`config.mk`:
```
export PLATFORM = sky130hd
export DESIGN_NAME = axi4_lite_write_arbiter
export DESIGN_NICKNAME = d
export VERILOG_FILES = /design/src/rtl/axi4_lite_write_arbiter.sv
export SDC_FILE = /design/constraint.sdc
export NUM_CORES = 1
export LEC_CHECK = 0
export ABC_AREA = 1
export BUFFER_PORTS_ARGS = -buffer_cell sky130_fd_sc_hd__buf_2
export CORE_ASPECT_RATIO = 1.1
export CORE_MARGIN = 3
export CORE_UTILIZATION = 46
export CTS_CLUSTER_DIAMETER = 30
export DETAILED_ROUTE_END_ITERATION = 7
export PLACE_DENSITY_LB_ADDON = 0.15
export SLEW_MARGIN = 20
export SYNTH_ARGS = -nofsm -noshare
export SYNTH_HDL_FRONTEND = slang
export SYNTH_SLANG_ARGS = --single-unit
```
`constraint.sdc`:
```
create_clock -name clk -period 2.18 [get_ports clk]
set_input_delay 0.436 -clock clk [delete_from_list [all_inputs] [get_ports clk]]
set_output_delay 0.436 -clock clk [all_outputs]
set_load 0.02 [all_outputs]
```
`src/rtl/axi4_lite_write_arbiter.sv`:
```
// Round-robin arbiter sharing one memory write port between the AXI4-Lite write path (port 0)
// and the core writeback path (port 1), with address range check and a bounded memory handshake.
module axi4_lite_write_arbiter #(
    parameter int                    ADDR_WIDTH = 64,
    parameter int                    DATA_WIDTH = 32,
    parameter logic [ADDR_WIDTH-1:0] ADDR_LIMIT = 64'h0000_1000,
    parameter int                    TIMEOUT    = 16
) (
    input  logic                  clk,
    input  logic                  arstn,
    input  logic                  i_req_0,
    input  logic [ADDR_WIDTH-1:0] i_addr_0,
    input  logic [DATA_WIDTH-1:0] i_data_0,
    input  logic                  i_req_1,
    input  logic [ADDR_WIDTH-1:0] i_addr_1,
    input  logic [DATA_WIDTH-1:0] i_data_1,
    output logic                  o_done_0,
    output logic                  o_ok_0,
    output logic                  o_done_1,
    output logic                  o_ok_1,
    output logic                  o_mem_valid,
    output logic [ADDR_WIDTH-1:0] o_mem_addr,
    output logic [DATA_WIDTH-1:0] o_mem_data,
    input  logic                  i_mem_ready,
    input  logic                  i_mem_err
);

    typedef enum logic [1:0] {IDLE, ACCESS, DONE} state_t;

    localparam logic [7:0] TIMEOUT_LAST = 8'(TIMEOUT - 1);

    state_t                  state_reg;
    logic                    last_grant_reg;
    logic                    grant_reg;
    logic [7:0]              cnt_reg;
    logic [1:0]              done_reg;
    logic [1:0]              ok_reg;

    logic                    grant_next;
    logic [ADDR_WIDTH-1:0]   sel_addr;
    logic [DATA_WIDTH-1:0]   sel_data;
    logic                    req_granted;

    // On a tie the port that was not served last wins, so neither side can starve.
    assign grant_next  = (i_req_0 && i_req_1) ? ~last_grant_reg : i_req_1;
    assign sel_addr    = grant_next ? i_addr_1 : i_addr_0;
    assign sel_data    = grant_next ? i_data_1 : i_data_0;
    assign req_granted = grant_reg ? i_req_1 : i_req_0;

    assign o_done_0 = done_reg[0];
    assign o_done_1 = done_reg[1];
    assign o_ok_0   = ok_reg[0];
    assign o_ok_1   = ok_reg[1];

    always_ff @(posedge clk or negedge arstn) begin
        if (!arstn) begin
            state_reg      <= IDLE;
            last_grant_reg <= 1'b1;
            grant_reg      <= 1'b0;
            cnt_reg        <= '0;
            done_reg       <= '0;
            ok_reg         <= '0;
            o_mem_valid    <= 1'b0;
            o_mem_addr     <= '0;
            o_mem_data     <= '0;
        end else begin
            case (state_reg)
                IDLE: begin
                    if (i_req_0 || i_req_1) begin
                        grant_reg  <= grant_next;
                        o_mem_addr <= sel_addr;
                        o_mem_data <= sel_data;
                        if (sel_addr < ADDR_LIMIT) begin
                            state_reg   <= ACCESS;
                            o_mem_valid <= 1'b1;
                            cnt_reg     <= '0;
                        end else begin
                            // Out-of-range: report failure without touching memory.
                            state_reg            <= DONE;
                            done_reg[grant_next] <= 1'b1;
                            ok_reg[grant_next]   <= 1'b0;
                        end
                    end
                end
                ACCESS: begin
                    if (i_mem_ready) begin
                        state_reg           <= DONE;
                        o_mem_valid         <= 1'b0;
                        done_reg[grant_reg] <= 1'b1;
                        ok_reg[grant_reg]   <= ~i_mem_err;
                    end else if (cnt_reg == TIMEOUT_LAST) begin
                        state_reg           <= DONE;
                        o_mem_valid         <= 1'b0;
                        done_reg[grant_reg] <= 1'b1;
                        ok_reg[grant_reg]   <= 1'b0;
                    end else begin
                        cnt_reg <= cnt_reg + 8'd1;
                    end
                end
                DONE: begin
                    if (!req_granted) begin
                        state_reg      <= IDLE;
                        done_reg       <= '0;
                        ok_reg         <= '0;
                        last_grant_reg <= grant_reg;
                    end
                end
                default: state_reg <= IDLE;
            endcase
        end
    end

endmodule

```
[Word-level counts from Yosys, hierarchy flattened]
Cells that the tools add are included.
Storage, ports and cells
  flip-flop bits (word level): 113
  input bits: 198
  output and inout port bits: 101
Operators by class
  add/subtract/negate cells: 1
  $lt $le $gt $ge: 5
  equality and inequality tests: 10
  multiplexer cells: 35
  bitwise logic cells: 9
  reductions and logical operators: 13
Operators with widths (number)
  less-than comparator 64 x 13 -> 1 bit, second input constant: 1
  2-to-1 mux 64 bit: 1
  2-to-1 mux 32 bit: 1
  2-to-1 mux 8 bit: 4
  2-to-1 mux 2 bit: 13
  one-hot mux 2 bit (3 select lines): 3
  one-hot mux 8 bit (2 select lines): 1
  != test 2 bit, second input constant: 6
  AND reduction 5 bit: 2
  adder 8 x 1 -> 8 bit, second input constant: 1
  == test 8 x 4 -> 1 bit, second input constant: 1
  2-to-1 mux 1 bit: 8
  bitwise AND 2 bit: 2
  less-than comparator 1 x 2 -> 1 bit, second input constant: 2
  NOT 2 bit: 2
  bitwise OR 2 bit: 2
  AND reduction 2 bit: 2
  AND reduction 4 bit: 1
  logical AND 1 bit: 3
  != test 3 bit, second input constant: 1
  NOT 1 bit: 3
  AND reduction 3 bit: 1
  nonzero test 3 bit: 1
  bitwise mux 2 bit: 1
  8 further kinds: 10

[Depth between registers and ports, before layout]
Gate-level depths: netlist (run 1).
  depth in word-level cells: 11
  depth in mapped cells: 15
  gate-level depth less buffers: 15

[Least setup slack after synthesis (run 1)]
No wires, ideal clock.
  path type: flip-flop to flip-flop
  from: register last_grant_reg
  to: register cnt_reg[0]
  arrival: 1789 ps
  required time: 2062 ps
  setup slack: 274 ps
  stages on the path, launching flop included: 16
  buffers on the path: 2
  period minus slack after synthesis: 1906 ps
  cell sequence: dfstp_2 nand2_4 nand2_4 buf_6 buf_6 nand2_1 o21ai_1 nand2_1 nor2_1 nand3_1 nor2_2 nand2_1 nand2_2 nand3_2 nand2_1 nand2_1
Between the ends
  longest elaborated chain between the ends: 6
Ends and longest elaborated chain
  from (decl): RTL line 33  | logic last_grant_reg;
  from (signal assigned): RTL line 105  | last_grant_reg <= grant_reg;
  NOT 1 bit: RTL line 45  | assign grant_next = (i_req_0 && i_req_1) ? ~last_grant_reg : i_req_1;
  2-to-1 mux 1 bit: RTL line 45
  2-to-1 mux 64 bit: RTL line 46  | assign sel_addr = grant_next ? i_addr_1 : i_addr_0;
  less-than comparator 64 x 13 -> 1 bit: RTL line 73  | if (sel_addr < ADDR_LIMIT) begin
  != test 2 bit (no line)
  AND reduction 5 bit (no line)
  to (signal assigned): RTL line 97  | cnt_reg <= cnt_reg + 8'd1;
  to (decl): RTL line 35  | logic [7:0] cnt_reg;
No other way between the ends.
A chain may end at the register's enable or synchronous reset.

[Worst setup path after layout (run 1)]
  from: register last_grant_reg
  to: register cnt_reg[7]
The elaborated chain is that of the path after synthesis.

==> qor.yml, run 1 <==
syn_to_final_growth_pct: 45.99
hold_viol: 0
worstSetupStartpointType: "flip-flop"
netlist_area_sq_um: 5844
rows: 42
drt_drc_violations_left: 0
crit_top_cell: "nand2_2"
slew_headroom_pct: 69.16
endpoint_kind: "flip-flop"
die_area_sq_um: 14100
ys_ff_latch: 113
cts_buffers: 17
grt_pass1_wl_mm: 31.59
ys_seq_area_share_pct: 48.41
cp_slowest_cell: "dfstp_2"
via_per_inst: 5.166
rsz0062_at_grt: "true"
fin_ws_ns: -0.04559
yosysTopAreaCell: "dfrtp_1"
slew_violations: 0
powerDensity_nw_per_um2: 1364
clk_latency_ns: 0.41
syn_nets: 983
synth_top_cell_area_share_pct: 47.96
rrSetupSlack_ns: -0.05
yosysWarnings: 0
leakage_uw: 0.004520
hold_depth: 3
path_max_fanout: 8
grt_pass1_vias: 6274
routed_wl_mm: 20.17
cts_tree: "yes"
core-area_sq_um: 12240
crit_path_cell_trace: "nand2_4 > nand2_8 > buf_12 > buf_8 > nand2_2 > nand2_2 > nand2_1 > nor2_1 > nand3_1 > nor2_2 > nand2_2 > nand2_4 > nand3_4 > nand2_2 > nand2_1"
critPathKind: "reg2reg"
die-width_um: 113.5
drive_gt1_share_pct: 36.13
skew_ns: 0.008490
overflow: 0
grt_start_max_net_pins: 50
syn_avg_cell_area_sq_um: 7.483
r2r_start: "last_grant_reg"
min_period_ns: 2.226
final.setup.tns_ns: -0.3059
largest_reg_flops: 64
dr.first_iter.drc_count: 552
io_pins: 299
pre_cts_slack_ns: -0.1019
antenna_found_initial: 1
violations: "setup timing"
root_buffer: "clkbuf_16"
cp_data_required_time_ns: 2.47
dr_total_vias: 6520
fin_hold_ws_ns: 0.3017
start_util_pct: 47.73
worst_pin_slew_ns: 0.4621
ir_drop_mv: 0.6857
synth_cell_type_count: 31
track_usage_pct: 27.86
place_congestion: 0.8851
hold_path.class: "in2reg"
min_delay_worst_endpoint: "o_mem_addr[14]"
clock_sinks: 113
hpwl_mm: 14.68
clock_path_buffers: 2
wl_per_cell_um: 15.98
post-route-period-util_pct: 102.1
clkTransAtPathRegs_ns: 0.05
r2r-end: "cnt_reg[7]"
slowest_delay_ns: 0.55
drtPass1Iterations: 5
cp.arrival_ns: 2.52
min_from: "i_addr_1[14]"
portBuffers: 298
syn_inst: 781
cap_violations: 0
antenna_left: 0
outcome: "finished with violations"
max_freq_mhz: 449.3
final-setup-viol-count: 9
htreeDepth: 4
die_h_um: 124.2
nNetsFinal: 1297
rr_worst_depth: 15
synthTopCellsByArea: "dfrtp_1, nand2_1, o21ai_0, nor2_1, a31oi_1"
logic make-up after synthesis:
logic type	count (synthesis)	share of synthesized area, %
AND/OR/NAND/NOR	396	28.09
XOR/XNOR	4	0.5996
AO/OA/AOI/OAI	173	15.61
buffers and inverters	91	6.444
flip-flops	113	48.41
adder cells (fa/ha/maj)	4	0.8564
power breakdown:
part           internal (uW)  switching (uW)
registers               3070             493
clock network           1900             958
logic                   1790            3430
total                   6750            4880
layer usage:
layer / up-vias / part of all wire, % / GRT usage [%]
met2: 277 / 50 / 46.55
met5: - / 0 / 0
met3: 37 / 7.4 / 7.254
li1: 3198 / - / -
met4: 0 / 2.7 / 9.689
met1: 3008 / 40 / 34.70
stage by stage:
step / power, uW / cells / util, % / area, sq um
CTS: 11590 / 1257 / 68.30 / 8363
floorplan: 6618 / 781 / - / 5844
global placement: 8584 / 1224 / 62.92 / 7704
detailed placement: 8660 / 1224 / 62.92 / 7704
finish: 11640 / 1262 / 69.68 / 8532
global route: 12380 / 1262 / 69.68 / 8532
final cells by class:
class | count | area, sq um
clock inverter | 11 | 163.9
clock buffer | 20 | 436.7
tap | 154 | 192.7
multi-input combinational | 577 | 2735
inverter | 44 | 165.2
fill | 1080 | 3712
sequential | 113 | 2829
timing repair buffer | 342 | 2007
antenna | 1 | 2.502
cells in the mapped netlist (all sizes together):
library cell  instances
nand3                34
nor3                  3
dfrtp               112
a21oi                 3
buf                  15
nand3b                8
o31ai                 1
nor3b                 1
or2                   1
nand2               225
a31oi                29
xnor2                 1
clkbuf               32
o2111ai               2
nor4                  1
nand4                13
dfstp                 1
o21ai               138
nor2                109
and2                  1
ha                    4
xor2                  3
inv                  44
critical path: cells and delay by family (launching register included):
| kind | cells | cell delay, ns |
|---|---|---|
| buffers and inverters | 2 | 0.25 |
| and+or+nand+nor | 13 | 1.30 |
| DFF | 1 | 0.55 |
layout by cell type (no fill, tap or decap), drive strengths merged:
cell type,n
buf,337
nand2,225
o21ai,138
dfrtp,112
nor2,109
inv,44
nand3,34
a31oi,29
clkbuf,23
nand4,13
nand3b,8
clkinv,5
ha,4
bufinv,4
nor3,3
xor2,3
a21oi,3
o2111ai,2
clkinvlp,2
diode,1
nor4,1
and2,1
nor3b,1
or2,1
o31ai,1
xnor2,1
bufbuf,1
dlygate4sd3,1
dfstp,1
worst max-delay path by stage:
stage,slack (ns),start,cells past startpoint,endpoint
finish,-0.05,last_grant_reg,15,cnt_reg[7]
global route,-0.16,last_grant_reg,15,cnt_reg[4]
detailed placement,-0.10,i_req_0,14,cnt_reg[5]
global placement,-0.02,i_req_0,16,cnt_reg[2]
floorplan,0.27,last_grant_reg,15,cnt_reg[0]
CTS,0.01,last_grant_reg,16,o_mem_valid
what timing repair did:
item | CTS | global route
pin swaps | 2 | 21
cloned | 1 | 3
hold endpoints to repair | 27 | 0
gates resized for setup | 3 | 26
hold buffers | 1 | 0
setup endpoints to repair | 13 | 15
buffers inserted | 0 | 1
Note: power is estimated with default switching activity, not from simulation.
==> inputs of run 2 (changes only) <==
==> constraint.sdc (replaced) <==
create_clock -name clk -period 2.18 [get_ports clk]
set_input_delay 0.654 -clock clk [delete_from_list [all_inputs] [get_ports clk]]
set_output_delay 0.654 -clock clk [all_outputs]
set_load 0.02 [all_outputs]
==> run 2 against run 1 <==
  * The flow still finishes with violations (setup timing)
  * Via count rose by 2.7%
  * Flip-flop and latch count did not move
  * Hold slack got worse by 0.14 ns
  * First-iteration DRC count fell by 1.6%
==> qor.yml, run 2 (synthesis results as in run 1) <==
final-setup-viol-count: 6  # -3
mostFrequentLayoutCells: "buf_2, nand2_1, o21ai_0"
portBuffers: 298  # unchanged
endpoint_kind: "flip-flop"
slew_violations: 0  # unchanged
start_util_pct: 47.73  # unchanged
gr-usage-met2_pct: 47.35  # +0.80 points
max_freq_mhz: 453.0  # +0.83%
place_congestion: 0.9174  # +3.6%
clkPwrFrac_pct: 24.8  # +0.3 points
violations: "setup timing"
final.setup.tns_ns: -0.07414  # +0.2317 ns
gr-usage-met3_pct: 6.573  # -0.68 points
die_area_sq_um: 14100  # unchanged
root_buffer: "clkbuf_16"
io_pins: 299  # unchanged
powerDensity_nw_per_um2: 1346  # -1.3%
skew_ns: 0.008642  # +0.0001514 ns
dp.cells: 1254  # +2.5%
die-width_um: 113.5  # unchanged
clock_path_buffers: 2  # unchanged
rrSetupSlack_ns: -0.03  # +0.02 ns
via_per_inst: 5.180  # +0.27%
track_usage_pct: 27.88  # about the same
ir_drop_mv: 0.6975  # +1.7%
antenna_found_initial: 1  # unchanged
dr_total_vias: 6698  # +2.7%
cts_buffers: 17  # unchanged
critPathKind: "reg2reg"
rows: 42  # unchanged
path_max_fanout: 8  # unchanged
p_switching_uw: 4897  # +0.26%
hold_viol: 0  # unchanged
rr_worst_depth: 15  # unchanged
overflow: 0  # unchanged
core-area_sq_um: 12240  # unchanged
p_int_uw: 6963  # +3.2%
grt_pass1_vias: 6314  # +0.64%
wl_per_cell_um: 15.64  # -2.1%
fin_ws_ns: -0.02734  # +0.01825 ns
worst_pin_slew_ns: 0.4346  # -0.02747 ns
cap_violations: 0  # unchanged
dr.first_iter.drc_count: 543  # -1.6%
clkTransAtPathRegs_ns: 0.05  # about the same
grt.busiest_layer: "met2"
outcome: "finished with violations"
clock_sinks: 113  # unchanged
fin_hold_ws_ns: 0.1593  # -0.1424 ns
r2r-end: "cnt_reg[5]"
cp.arrival_ns: 2.49  # -0.03 ns
power_frac_comb_pct: 45.1  # +0.2 points
regArea_sq_um: 2829  # unchanged
drtPass1Iterations: 5  # unchanged
antenna_left: 0  # unchanged
leakage_uw: 0.004676  # +3.4%
multi_input_area_sq_um: 2739  # +0.14%
hold_path.class: "in2async"
grt_pass1_wl_mm: 31.44  # -0.46%
die_h_um: 124.2  # unchanged
fill_cells: 1011  # -6.4%
pwr-share-seq_pct: 30.1  # -0.5 points
worstSetupStartpointType: "flip-flop"
min_period_ns: 2.207  # -0.01825 ns
grt_use_met1_pct: 34.76  # +0.062 points
slew_headroom_pct: 71.03  # +1.9 points
switching_share_pct: 41.29  # -0.69 points
routed_wl_mm: 20.23  # +0.30%
syn_to_final_growth_pct: 50.76
setup.worst_path.end: "cnt_reg[5]"
drt_drc_violations_left: 0  # unchanged
critPathLaunch: "last_grant_reg"
clk_latency_ns: 0.40  # about the same
post-route-period-util_pct: 101.3  # -0.84 points
nNetsFinal: 1327  # +2.3%
largest_reg_flops: 64  # unchanged
cp_data_required_time_ns: 2.46  # about the same
rsz0062_at_grt: "true"
drive_gt1_share_pct: 37.79  # +1.7 points
hpwl_mm: 14.62  # -0.37%
htreeDepth: 4  # unchanged
layout_commonest_cell: "buf_2"
stdcell_count: 1293  # +2.5%
cts_tree: "yes"
r2r_start: "last_grant_reg"
grt_start_max_net_pins: 57  # +14%
## run 2: worst max-delay path, cell delays in order (launching register included)
cell	delay (ns)
dfstp_2	0.56
nand2_4	0.08
nand2_8	0.13
buf_12	0.14
buf_4	0.11
nand2_1	0.05
nand2_1	0.08
nand2_1	0.08
nor2_2	0.11
nand3_2	0.13
nor2_4	0.11
nand2_1	0.07
nand2_2	0.12
nand3_4	0.15
nand2_2	0.11
nand2_1	0.06
## run 2: what timing repair did
action                                  4_1_cts  5_1_grt
cloned                                        1        2
pin swaps                                     3       12
resized for setup                             8       21
endpoints found under the setup margin       14       15
hold buffers                                  0        0
buffers inserted                              1        2
## run 2: worst min-delay path by stage
| stage | start | end | slack, ns | cells after the start |
|---|---|---|---|---|
| 4_1_cts | arstn | o_mem_data[2] | 0.15 | 1 |
| 5_1_grt | arstn | o_mem_data[2] | 0.16 | 1 |
| 6_report | arstn | o_mem_data[2] | 0.16 | 1 |
| 3_5_place_dp | o_mem_addr[41] | o_mem_addr[41] | 0.47 | 2 |
| 2_1_floorplan | arstn | cnt_reg[0] | 0.36 | 0 |
| 3_3_place_gp | o_mem_valid | o_mem_valid | 0.46 | 2 |
## run 2: area by class of cell
| cell class | instances | share of cell area (%) |
|---|---|---|
| antenna | 1 | 0.02840 |
| clock buffer | 23 | 5.425 |
| clock inverter | 9 | 1.747 |
| inverter | 44 | 1.931 |
| multi-input combinational | 577 | 31.08 |
| sequential | 113 | 32.11 |
| tap | 154 | 2.187 |
| timing repair buffer | 372 | 25.49 |
## run 2: power by group through the flow
stage	logic, uW	registers [uW]	clock network, uW
4_1_cts	5270	3560	2990
5_1_grt	5820	3680	3110
6_report	5350	3570	2940
2_1_floorplan	1900	4720	0
3_5_place_dp	5200	3580	0
3_3_place_gp	5150	3570	0
## run 2: routing by layer
metal	vias up	routed length, um
li1	3261	-
met1	3120	8150
met2	285	10160
met3	32	1478
met4	0	435
met5	-	0
## run 2: per-stage QoR
| step | setup slack (ns) | power, uW | utilization, % | area (sq um) |
|---|---|---|---|---|
| 6_report | -0.02734 | 11860 | 71.96 | 8811 |
| 5_1_grt | -0.1831 | 12610 | 71.96 | 8811 |
| 4_1_cts | -0.007790 | 11820 | 70.85 | 8675 |
| 3_5_place_dp | -0.2972 | 8777 | 65.06 | 7966 |
| 3_3_place_gp | -0.2572 | 8715 | 65.06 | 7966 |
| 2_1_floorplan | 0.1195 | 6618 | - | 5844 |
